## config.mk

```make
export PLATFORM = sky130hd
export DESIGN_NAME = tx_frame_mux
export DESIGN_NICKNAME = d
export VERILOG_FILES = /design/src/rtl/tx_frame_mux.sv
export SDC_FILE = /design/constraint.sdc
export NUM_CORES = 1
export LEC_CHECK = 0
export BUFFER_PORTS_ARGS = -buffer_cell sky130_fd_sc_hd__buf_4
export CAP_MARGIN = 20
export CELL_PAD_IN_SITES_DETAIL_PLACEMENT = 1
export CELL_PAD_IN_SITES_GLOBAL_PLACEMENT = 1
export CORE_ASPECT_RATIO = 2
export CORE_MARGIN = 3
export CORE_UTILIZATION = 39
export DETAILED_ROUTE_END_ITERATION = 10
export PLACE_DENSITY_LB_ADDON = 0.1
export SYNTH_ARGS = -nofsm -noshare
export SYNTH_HDL_FRONTEND = slang
export SYNTH_SLANG_ARGS = --single-unit
```

## constraint.sdc

```tcl
create_clock -name clk -period 1.85 [get_ports clk]
set_input_delay 0.185 -clock clk [delete_from_list [all_inputs] [get_ports clk]]
set_output_delay 0.185 -clock clk [all_outputs]
set_load 0.1 [all_outputs]
```

## src/rtl/tx_frame_mux.sv

```systemverilog
// PHY transmit framing sequencer: wraps upstream packets in STP/END and inserts
// periodic COM+SKP ordered sets between packets, one registered symbol per clock.
module tx_frame_mux #(
    parameter int         DATA_W       = 8,
    parameter int         SKP_INTERVAL = 16,
    parameter int         OS_LEN       = 4,
    parameter logic [7:0] STP_SYM      = 8'hFB,
    parameter logic [7:0] END_SYM      = 8'hFD,
    parameter logic [7:0] COM_SYM      = 8'hBC,
    parameter logic [7:0] SKP_SYM      = 8'h1C,
    parameter logic [7:0] IDLE_SYM     = 8'h00
) (
    input  logic              clk,
    input  logic              reset,
    input  logic              pkt_valid,
    input  logic [DATA_W-1:0] pkt_data,
    input  logic              pkt_last,
    output logic              pkt_ready,
    output logic [DATA_W-1:0] D_out,
    output logic              valid,
    output logic [1:0]        sel,
    output logic              os_active
);

    localparam int CNT_W = (SKP_INTERVAL > 1) ? $clog2(SKP_INTERVAL) : 1;
    localparam int OS_W  = $clog2(OS_LEN);

    localparam logic [CNT_W-1:0] CNT_MAX = CNT_W'(SKP_INTERVAL - 1);
    localparam logic [OS_W-1:0]  OS_LAST = OS_W'(OS_LEN - 1);

    localparam logic [DATA_W-1:0] W_STP  = DATA_W'(STP_SYM);
    localparam logic [DATA_W-1:0] W_END  = DATA_W'(END_SYM);
    localparam logic [DATA_W-1:0] W_COM  = DATA_W'(COM_SYM);
    localparam logic [DATA_W-1:0] W_SKP  = DATA_W'(SKP_SYM);
    localparam logic [DATA_W-1:0] W_IDLE = DATA_W'(IDLE_SYM);

    localparam logic [1:0] SEL_DATA = 2'b00;
    localparam logic [1:0] SEL_FRM  = 2'b01;
    localparam logic [1:0] SEL_SKP  = 2'b10;
    localparam logic [1:0] SEL_COM  = 2'b11;

    typedef enum logic [1:0] {
        ST_IDLE,
        ST_DATA,
        ST_END,
        ST_OS
    } state_t;

    state_t            r_state;
    logic [CNT_W-1:0]  r_cnt;
    logic [OS_W-1:0]   r_os_cnt;
    logic [DATA_W-1:0] r_d_out;
    logic              r_valid;
    logic [1:0]        r_sel;
    logic              r_os_active;
    logic              w_due;

    assign w_due     = (r_cnt == CNT_MAX);
    assign pkt_ready = (r_state == ST_DATA) && !reset;

    // NOTE: all state uses non-blocking assignments so every register samples
    // the pre-edge values; the async reset branch restores the idle framing at once.
    always_ff @(posedge clk or posedge reset) begin
        if (reset) begin
            r_state     <= ST_IDLE;
            r_cnt       <= '0;
            r_os_cnt    <= '0;
            r_d_out     <= W_IDLE;
            r_valid     <= 1'b0;
            r_sel       <= SEL_COM;
            r_os_active <= 1'b0;
        end else begin
            r_valid     <= 1'b0;
            r_os_active <= 1'b0;
            if (r_cnt != CNT_MAX) begin
                r_cnt <= r_cnt + CNT_W'(1);
            end

            unique case (r_state)
                ST_IDLE: begin
                    // A due ordered set has priority over a waiting packet.
                    if (w_due) begin
                        r_d_out     <= W_COM;
                        r_sel       <= SEL_COM;
                        r_os_active <= 1'b1;
                        r_os_cnt    <= OS_W'(1);
                        r_cnt       <= '0;
                        r_state     <= ST_OS;
                    end else if (pkt_valid) begin
                        r_d_out <= W_STP;
                        r_sel   <= SEL_FRM;
                        r_state <= ST_DATA;
                    end else begin
                        r_d_out <= W_IDLE;
                        r_sel   <= SEL_COM;
                    end
                end
                ST_DATA: begin
                    if (pkt_valid) begin
                        r_d_out <= pkt_data;
                        r_valid <= 1'b1;
                        r_sel   <= SEL_DATA;
                        if (pkt_last) begin
                            r_state <= ST_END;
                        end
                    end else begin
                        r_d_out <= W_IDLE;
                        r_sel   <= SEL_COM;
                    end
                end
                ST_END: begin
                    r_d_out <= W_END;
                    r_sel   <= SEL_FRM;
                    r_state <= ST_IDLE;
                end
                ST_OS: begin
                    r_d_out     <= W_SKP;
                    r_sel       <= SEL_SKP;
                    r_os_active <= 1'b1;
                    r_os_cnt    <= r_os_cnt + OS_W'(1);
                    if (r_os_cnt == OS_LAST) begin
                        r_state <= ST_IDLE;
                    end
                end
                default: r_state <= ST_IDLE;
            endcase
        end
    end

    assign D_out     = r_d_out;
    assign valid     = r_valid;
    assign sel       = r_sel;
    assign os_active = r_os_active;

endmodule

```

==> impl_metrics.toml <==
[status]
status = "complete, no violations"

[logic_synthesis]
syn_area_um2 = 1017
yosysWarningCount = 0
muxShareOfSynthArea_pct = 0.9840
synth_edf_count = 0
synth_seq_area_share_pct = 49.45
ys.flop_type = "dfrtp_1"
synthArstFlopShare_pct = 100.0
syn_avg_cell_area_um2 = 9.781
synth.distinct_cells = 31
syn_nets = 123
synth-simple-area-share_pct = 17.10
synth_top_family_by_area = "simple AND/OR/NAND/NOR gates"
syn_inst = 104
synth-seq-cells = 20
synth_compound_gate_area_share_pct = 16.11
synth_xor_area_share_pct = 0.8610
synth_fa_ha_area_share_pct = 8.610

[worst_setup_path]
cpPeakStageDelay_ps = 410
cp.arrival_ps = 1550
crit_fanout = 10
critical_path.top_delay_family = "buffers and inverters"
critPathSlowestCell = "dfrtp_1"
cp.depth = 4
startpoint_type = "flop"
critPathRequiredTime_ps = 1660
reg2reg_depth = 5
crit_type = "reg -> out"
crit_chain = "inv_1, ha_2, nor2b_2, buf_4"
critical_path_buf_inv_count = 2
endpoint_kind = "output pin"

[drt]
routed.top_layer = "met4"
dr.pass1.iters = 4
num_vias = 847
drt-vias-per-instance = 5.500
ant_nets = 0
wl_met2_mm = 1.293
drc = 0
drtIter0Drc = 7
wl_met1_um = 912
wl_per_cell_um = 15.51
met3_length_um = 127
wirelength_mm = 2.389

[placed_design]
hpwl_mm = 1.844
portBuffers = 24
gp_congestion = 0.7336

[sta]
rsz0062_at_grt = "false"
worstMarginPinSlew_ps = 748.2
fin_crit_sh_pct = 93.55
period_needed_ps = 1731
max_freq_ghz = 0.5778
setup_violations = 0
slew_violations = 0
tns_ps = 0
hold_viol = 0
skew_ps = 3.684
slew_headroom_pct = 50.06

[floorplan]
dieHeight_um = 78.23
die_w_um = 42.11
initial_core_util_pct = 41.69
dieArea_um2 = 3294
coreArea_um2 = 2440
rows = 25
io_pins = 25

[global_routing]
grt_max_degree = 21
grt_pass1_wl_mm = 4.015
grt_antenna_before_repair = 0
track_usage_pct = 16.04
grt_pass1_vias = 882
grt_overflow = 0

[clocking]
cts_tree = "yes"
ctsHoldBuffers = 0
clock_path_buffers = 2
numCtsBuffers = 3
post_cts_resized = 0
clock-sinks = 20
h-tree-depth = 1
post_cts.repair.setup_buffers = 0
root_buffer = "clkbuf_8"
worst_skew_pair.late_latency_ps = 260
cts.clk_slew.worst_paths_ps = 70

[finish]
antenna_cells = 0
fill_cells = 293
area_delta_synth_final_pct = 23.00
fin_nets = 148
drive_gt1_share_pct = 26.77

[min_path]
hold_class = "in -> async"

[job]
maxCapViolCount = 0
==> layer usage <==
metal	global-route usage, %	up-vias
met3	1.376	4
met4	8.411	0
met5	0	-
met2	29.19	28
met1	17.88	414
li1	-	401
==> synth_stat cells, types with 2 or more instances <==
cell      number  area (um^2)
nor2_1         8        30.03
dfrtp_1       18        450.4
nor3_1         2        10.01
nand3_1        9        45.04
o21ai_0        3        15.01
o211ai_1       2        15.01
buf_2          3        15.01
nand2_1        5        18.77
dfstp_2        2        52.55
inv_1          8        30.03
a21oi_1       13        65.06
ha_1           7        87.58
nor2b_1        6        37.54
==> cell type report <==
class / instances / area [um^2] / area share (%)
Sequential cell: 20 / 503.0 / 40.20
Multi-Input combinational cell: 70 / 449.2 / 35.90
Timing Repair Buffer: 25 / 187.7 / 15.00
Clock buffer: 3 / 41.29 / 3.300
Inverter: 9 / 36.28 / 2.900
Tap cell: 27 / 33.78 / 2.700
==> cells in the final DEF, fill, tap and decap left out, types with 2 or more instances in the layout <==
cell type  instances
a21oi_1           13
buf_4             25
clkbuf_8           3
dfrtp_1           18
dfstp_2            2
ha_1               6
inv_1              8
nand2_1            5
nand3_1            9
nor2_1             8
nor2b_1            5
nor3_1             2
o211ai_1           2
o21ai_0            3
==> stage by stage <==
step | cell area, um^2 | worst slack (ps) | utilization [%] | hold WS (ps) | std cells
6_report | 1251 | 119.3 | 51.28 | 71.07 | 154
4_1_cts | 1249 | 8.043 | 51.18 | 98.97 | 154
3_3_place_gp | 1207 | 266.2 | 49.49 | 369.4 | 151
3_5_place_dp | 1207 | 202.6 | 49.49 | 378.1 | 151
5_1_grt | 1251 | 4.052 | 51.28 | 122.3 | 154
2_1_floorplan | 1020 | 80.33 | - | 147.3 | 104
==> sequential cells by signal, summed over array words and instances, names as in the netlist <==
register,flops
D_out,8
os_active,1
r_cnt,4
r_os_cnt,2
r_state,2
sel,2
valid,1
==> cells by family after synthesis <==
group / count (synthesis)
xor+xnor: 1
simple gates: 35
flops: 20
mux: 1
compound gates: 26
fa+ha+maj: 7
buf+inv: 14
==> worst paths after layout <==
path / startpoint / slack, ps / to
max: r_state[1]$_DFFE_PP0P_ / 120 / pkt_ready
min: reset / 70 / valid$_DFF_PP0_
max reg2reg: r_state[0]$_DFFE_PP0P_ / 180 / D_out[4]$_DFF_PP0_
min reg2reg: r_cnt[3]$_DFF_PP0_ / 540 / r_cnt[3]$_DFF_PP0_
max in group asynchronous: reset / 1310 / r_cnt[0]$_DFF_PP0_
min in group clk: pkt_data[1] / 180 / D_out[1]$_DFF_PP0_
Power is left out: the tool's default activity adds up to more than one toggle a clock period on the data nets, which glitch-free logic cannot reach.
